===== src/rtl/arb_pkg.sv =====
// arb_pkg: shared sizes, FSM state type and one-hot index helper for arb_rr16
package arb_pkg;
  localparam int NUM_REQ = 16;
  localparam int PTR_W = 4;
  typedef enum logic {IDLE, GRANT} state_t;
  function automatic logic [PTR_W-1:0] onehot_idx(input logic [NUM_REQ-1:0] v);
    onehot_idx = '0;
    for (int i = 0; i < NUM_REQ; i++)
      if (v[i]) onehot_idx = onehot_idx | PTR_W'(i);
  endfunction
endpackage


===== src/rtl/rr_pick16.sv =====
// rr_pick16: one-hot pick of the first set req bit at or after ptr, searching cyclically
module rr_pick16 import arb_pkg::*; (
  input  logic [NUM_REQ-1:0] req,
  input  logic [PTR_W-1:0]   ptr,
  output logic [NUM_REQ-1:0] pick,
  output logic               any
);
  logic [PTR_W:0] back_sh;
  logic [NUM_REQ-1:0] rot, low;
  always_comb begin
    back_sh = (PTR_W+1)'(NUM_REQ) - {1'b0, ptr};
    rot = (req >> ptr) | (req << back_sh);
    low = rot & (~rot + NUM_REQ'(1));
    pick = (low << ptr) | (low >> back_sh);
    any = |req;
  end
endmodule


===== src/rtl/arb_rr16.sv =====
// arb_rr16: 16-way round-robin arbiter with registered one-hot grant; ARB_LOCK_EN adds a lock input that keeps the owner across ack
module arb_rr16 import arb_pkg::*; #(
  parameter int unsigned PTR_RESET = 0
) (
  input  logic               clk,
  input  logic               reset_n,
  input  logic [NUM_REQ-1:0] req,
  input  logic               ack,
`ifdef ARB_LOCK_EN
  input  logic               lock,
`endif
  output logic [NUM_REQ-1:0] grant,
  output logic               grant_valid
);
  state_t state, state_d;
  logic [PTR_W-1:0] ptr, ptr_d, idx, pick_ptr;
  logic [NUM_REQ-1:0] grant_d, pick;
  logic any, serve, keep;
`ifdef ARB_LOCK_EN
  assign keep = serve && lock && |(req & grant);
`else
  assign keep = 1'b0;
`endif
  assign idx = onehot_idx(grant);
  assign serve = state == GRANT && ack;
  // on ack the search starts just past the served index, so it becomes lowest priority
  assign pick_ptr = state == GRANT ? idx + PTR_W'(1) : ptr;
  rr_pick16 u_pick (.req(req), .ptr(pick_ptr), .pick(pick), .any(any));
  always_ff @(posedge clk) begin
    if (!reset_n) begin
      state <= IDLE;
      ptr <= PTR_W'(PTR_RESET);
      grant <= '0;
    end else begin
      state <= state_d;
      ptr <= ptr_d;
      grant <= grant_d;
    end
  end
  always_comb state_d = (state == GRANT && !ack) || keep || any ? GRANT : IDLE;
  always_comb begin
    grant_d = (state == GRANT && !ack) || keep ? grant : pick;
    ptr_d = serve && !keep ? idx + PTR_W'(1) : ptr;
  end
  assign grant_valid = state == GRANT;
endmodule

===== config.mk =====
export PLATFORM = sky130hd
export DESIGN_NAME = arb_rr16
export DESIGN_NICKNAME = d
export VERILOG_FILES = /design/src/rtl/arb_pkg.sv /design/src/rtl/rr_pick16.sv /design/src/rtl/arb_rr16.sv
export SDC_FILE = /design/constraint.sdc
export NUM_CORES = 1
export LEC_CHECK = 0
export ABC_CLOCK_PERIOD_IN_PS = 8400
export BUFFER_PORTS_ARGS = -buffer_cell sky130_fd_sc_hd__buf_2
export CORE_MARGIN = 2
export CORE_UTILIZATION = 45
export DETAILED_ROUTE_END_ITERATION = 12
export PLACE_DENSITY = 0.73
export SYNTH_ARGS = -nofsm -noshare
export SYNTH_HDL_FRONTEND = slang
export SYNTH_HIERARCHICAL = 1
export SYNTH_SLANG_ARGS = --single-unit

===== constraint.sdc =====
create_clock -name clk -period 8.4 [get_ports clk]
set_clock_uncertainty 0.05 [all_clocks]
set_input_delay 1.26 -clock clk [delete_from_list [all_inputs] [get_ports clk]]
set_output_delay 1.26 -clock clk [all_outputs]
set_load 0.02 [all_outputs]

==> flow_metrics.tcl, run 1 <==
set metrics [dict create \
    dr.pass1.iters 6 \
    nets 640 \
    synth_fp_nets 652 \
    synthTopCellsByArea "mux4_2, dfxtp_1, mux2i_1" \
    grt_max_degree 53 \
    crit_chain "nor4_1 > and2_1 > mux2_4 > inv_1 > ha_1 > inv_1 > buf_4 > mux2_2 > or2_2 > a31oi_1 > or4b_1 > or3_1 > nor4_1 > o31a_1 > a221o_1 > nand2_1 > a21oi_1" \
    core_sq_um 10200 \
    cap_violations 0 \
    cts.repair.resized 0 \
    syn-instance-count 631 \
    fin_tns_setup_ns 0 \
    drc_errors 0 \
    die_width_um 106 \
    dpl_worst_slack_ns 1.62 \
    die-area_sq_um 11200 \
    cts_buffer_depth 2 \
    reg2reg_from "grant[3]" \
    setup_ws_ns 1.42 \
    area_growth_pct 3.63 \
    diodes 0 \
    synth_edf_count 0 \
    ys_warn_count 6 \
    max_clock_freq_ghz 0.143 \
    cts_setup_buffers 0 \
    syn_area_sq_um 4650 \
    yosysTopAreaCellShare_pct 9.20 \
    setup_viol 0 \
    synth_ff_type "dfxtp_1" \
    cts_buffers 3 \
    worst_pin_slew_ns 1.15 \
    pin_count 36 \
    grtUsageTotal_pct 29.6 \
    wirelength_um 17100 \
    die_h_um 106 \
    vias 5510 \
    overflow 0 \
    cts_hold_buf 0 \
    critPathMaxStageDelay_ns 0.60 \
    cts_max_level 1 \
    antenna_found_initial 0 \
    crit_fanout 48 \
    critPathTopFamily "simple AND/OR/NAND/NOR gates" \
    yosysTopAreaCell "mux4_2" \
    crit_buf_inv 3 \
    clock_latency_ns 0.26 \
    io_buffer_count 35 \
    fin_crit_ns 6.98 \
    drtIter0Drc 801 \
    async_reset_ff_share_pct 0 \
    drtAntennaViolNets 0 \
    final_cells 754 \
    cts_sinks 21 \
    cts_tree "built" \
    ys_seq_area_share_pct 9.03 \
    synth-seq-cells 21 \
    clk_pin_slew_worst_paths_ns 0.08 \
    grt_pass1_vias 4978 \
    grt_pass1_wl_um 26800 \
    fin_crit_sh_pct 83.1 \
    place_inst 750 \
    gp_congestion 1.05 \
    crit_slowest_cell "inv_1" \
    crit_start "grant[3]" \
    drive_gt1_share_pct 18.3 \
    slew_viol_final 0 \
    hold_start "ptr[1]" \
    vias_per_cell 7.31 \
    syn_avg_cell_area_sq_um 7.37 \
    root_buffer "clkbuf_8" \
    hold_viol_final 0 \
    crit_required_ns 8.47 \
    max_slew_margin_pct 23.2 \
    ys_types 85 \
    hpwlAfterDp_um 12900 \
    status "finished clean" \
    place_area_sq_um 4780 \
    final_area_sq_um 4820 \
    end_kind "flip-flop" \
    rsz0062_at_grt "false" \
    min_path_type "flip-flop to flip-flop" \
    start_util_pct 45.7 \
    worstPathArrival_ns 7.05 \
    crit_type "flip-flop to flip-flop" \
    routedWlPerCell_um 22.6 \
    startpoint_type "flip-flop" \
    placementRows 37 \
]
## registers in the layout, indices dropped and copies added (netlist names)
| name | flops |
|---|---|
| grant_valid | 1 |
| ptr | 4 |
| grant | 16 |
## cell usage after synthesis, drive strengths merged, types with 4 or more instances
library cell and number:
nand2b 14, a21o 6, o41ai 4, o211ai 5, or2 5, mux4 19, nand3 12, a31oi 5
mux2i 39, and3 5, o21ai 24, dfxtp 21, nand3b 7, inv 8, a21oi 48, buf 25
or4 9, nor3 22, o311a 4, nor2 42, and2 7, a211oi 12, nor4 20, o22ai 4
o21a 8, o221ai 4, o31ai 10, nand2 77, or3 8, nor2b 7, a32oi 4, a211o 8
a22oi 9, a221o 5, nand4 4, mux2 25, clkbuf 38, o22a 4, or3b 4
## area by class of cell
class                           instances  area, sq um
Multi-Input combinational cell        537         3890
Clock inverter                          1         5.00
Fill cell                            1004         5360
Tap cell                              136          170
Clock buffer                            3         41.3
Timing Repair Buffer                   47          265
Inverter                                9         33.8
Sequential cell                        21          420
## cell families after synthesis
group / synth area share (%)
xor+xnor: 0.538
flops: 9.03
mux: 23.8
simple gates: 28.2
compound gates: 30.3
fa+ha+maj: 0.538
buf+inv: 7.61
## routing by layer
metal  global-route usage [%]  share of wire [%]  vias to the layer above  routed length (um)
li1                         -                  -                     2429                   -
met1                     40.2                 40                     2552                6840
met2                     46.4                 43                      433                7370
met3                     5.44                 12                       96                2070
met4                     11.9                4.6                        0                 785
met5                        0                  0                        -                   0
## path summary, 6_finish.rpt
path / slack (ns) / end / depth (start not counted)
max: 1.42 / grant[2] / 17
min: 0.41 / ptr[1] / 2
max reg2reg: 1.42 / grant[2] / 17
min reg2reg: 0.41 / ptr[1] / 2
## layout by cell type (no fill, tap or decap), types with 5 or more instances in the layout
cell type and instances:
nand2_1 76, a21oi_1 48, nor2_1 42, mux2i_1 39, buf_2 35, o21ai_0 22
nor3_1 22, dfxtp_1 21, nor4_1 19, mux2_2 19, mux4_2 19, nand2b_1 14
nand3_1 12, a211oi_1 12, buf_4 12, o31ai_1 10, inv_1 8, o21a_1 8
a22oi_1 8, or3_1 8, a211o_1 8, nor2b_1 7, nand3b_1 7, or4_1 7
and2_1 6, a21o_1 6, a31oi_1 5, o211ai_1 5, and3_1 5, a221o_1 5
## worst register-to-register path: stages (launching register included)
cell and delay, ns:
dfxtp_1 0.34, nor4_1 0.57, and2_1 0.30, mux2_4 0.59, inv_1 0.53, ha_1 0.43, inv_1 0.60, buf_4 0.30
mux2_2 0.37, or2_2 0.30, a31oi_1 0.51, or4b_1 0.50, or3_1 0.51, nor4_1 0.10, o31a_1 0.35, a221o_1 0.35
nand2_1 0.06, a21oi_1 0.07
## metrics by stage
stage	utilization, %	hold slack (ns)
6_report	47.3	0.412
4_1_cts	47.3	0.414
2_1_floorplan	-	0.384
5_1_grt	47.3	0.426
3_5_place_dp	46.9	0.402
3_3_place_gp	46.9	0.398
Power of run 1 is left out: the tool's default activity adds up to more than one toggle a clock period on the data nets, which glitch-free logic cannot reach.
==> inputs of run 2 (changes only) <==
- ABC_CLOCK_PERIOD_IN_PS: 8400 -> 5900
- PLACE_DENSITY: 0.73 -> 0.75
- clock period: 8.4 -> 5.9 ns (I/O delays scaled with it)
==> run 2 against run 1 <==
Utilization increased by 2.1 points. Setup slack got worse by 1.1 ns. Global-route usage increased by 2.6 points. Register-to-register slack got worse by 1.1 ns. Critical path depth unchanged. Critical path type unchanged. Highest routed layer unchanged.
==> flow_metrics.tcl, run 2 (same netlist as run 1, synthesis figures left out) <==
set metrics [dict create \
    status "finished clean" \
    fin_crit_ns 5.60 \
    cts_max_level 1 \
    setup_viol 0 \
    grtUsageTotal_pct 32.2 \
    max_clock_freq_ghz 0.179 \
    die-area_sq_um 11200 \
    place_area_sq_um 4940 \
    fin_tns_setup_ns 0 \
    antenna_found_initial 0 \
    placementRows 37 \
    worstPathArrival_ns 5.74 \
    gr-usage-met3_pct 7.24 \
    final_cell_mix "nand2_1, a21oi_1, nor2_1" \
    cap_violations 0 \
    critPathMaxStageDelay_ns 0.65 \
    cts_buffers 3 \
    vias_per_cell 7.22 \
    cts_hold_buf 0 \
    fin_crit_sh_pct 94.9 \
    top_usage_layer "met2" \
    gp_congestion 1.03 \
    io_buffer_count 35 \
    die_h_um 106 \
    routedWlPerCell_um 23.7 \
    clock_latency_ns 0.26 \
    worst_pin_slew_ns 1.09 \
    use_met2_pct 50.0 \
    grt_pass1_wl_um 28300 \
    crit_chain "nor4_4 > and2_1 > mux2_4 > inv_1 > ha_1 > or3b_2 > mux2i_1 > o21ai_0 > nand2_1 > or4b_1 > buf_4 > or4b_2 > o21ai_0 > nand2_1 > a31oi_1 > nand2_1 > a21oi_1" \
    min_path_type "flip-flop to flip-flop" \
    root_buffer "clkbuf_8" \
    core_sq_um 10200 \
    ff2ff_path_depth 17 \
    diodes 0 \
    final_area_sq_um 5040 \
    critPathTopFamily "simple AND/OR/NAND/NOR gates" \
    whs_path_depth 2 \
    grt_max_degree 44 \
    cts_sinks 21 \
    nets 659 \
    crit_buf_inv 2 \
    area_growth_pct 8.28 \
    final_common_cell "nand2_1" \
    grt_pass1_vias 5011 \
    slew_viol_final 0 \
    crit_slowest_cell "or4b_2" \
    crit_fanout 26 \
    met1_usage_pct 44.3 \
    crit_required_ns 6.04 \
    overflow 0 \
    hpwlAfterDp_um 14000 \
    largest_reg_flops 16 \
    drtIter0Drc 857 \
    worst-path-stages 17 \
    drc_errors 0 \
    cts_tree "built" \
    final_cells 773 \
    largest-register "grant" \
    vias 5578 \
    cts_buffer_depth 2 \
    dpl_worst_slack_ns 0.237 \
    hold_viol_final 0 \
    crit_type "flip-flop to flip-flop" \
    startpoint_type "flip-flop" \
    pin_count 36 \
    drtAntennaViolNets 0 \
    dr.pass1.iters 6 \
    drive_gt1_share_pct 21.8 \
    num-fill-cells 1035 \
    clk_pin_slew_worst_paths_ns 0.08 \
    setup_ws_ns 0.302 \
    start_util_pct 45.7 \
    end_kind "flip-flop" \
    place_inst 768 \
    die_width_um 106 \
    cpMostUsedCell "nand2_1" \
    rsz0062_at_grt "false" \
    wirelength_um 18300 \
    max_slew_margin_pct 27.2 \
]
run 2: final timing paths:
path	endpoint	slack (ns)	startpoint
worst max-delay path	grant[13]	0.30	grant[11]
worst max register to register	grant[13]	0.30	grant[11]
worst min register to register	ptr[1]	0.41	ptr[1]
worst min-delay path	ptr[1]	0.41	ptr[1]
run 2: cell type report:
cell class	instances	area, sq um	share of cell area [%]
Multi-Input combinational cell	537	3950	78.3
Timing Repair Buffer	66	420	8.34
Clock inverter	1	7.51	0.149
Inverter	9	33.8	0.670
Clock buffer	3	41.3	0.819
Tap cell	136	170	3.38
Sequential cell	21	420	8.34
run 2: layer usage:
| metal | vias to the layer above | wire length (um) |
|---|---|---|
| met1 | 2662 | 7300 |
| met2 | 384 | 8040 |
| met4 | 0 | 718 |
| met3 | 65 | 2260 |
| li1 | 2467 | - |
| met5 | - | 0 |
run 2: what timing repair did:
action / 4_1_cts / 5_1_grt
hold endpoints to repair: 0 / 0
resized for setup: 0 / 7
setup endpoints to repair: 0 / 14
setup buffers: 0 / 1
run 2: worst min-delay path: stages (launching register included):
cell     delay (ns)
dfxtp_1        0.31
nand2_1        0.05
a21oi_1        0.05
run 2: through the flow:
stage | util (%) | hold slack, ns
2_1_floorplan | - | 0.384
3_3_place_gp | 48.5 | 0.392
3_5_place_dp | 48.5 | 0.399
4_1_cts | 48.9 | 0.410
5_1_grt | 49.5 | 0.427
6_report | 49.5 | 0.407
Power of run 2 is left out for the same reason.
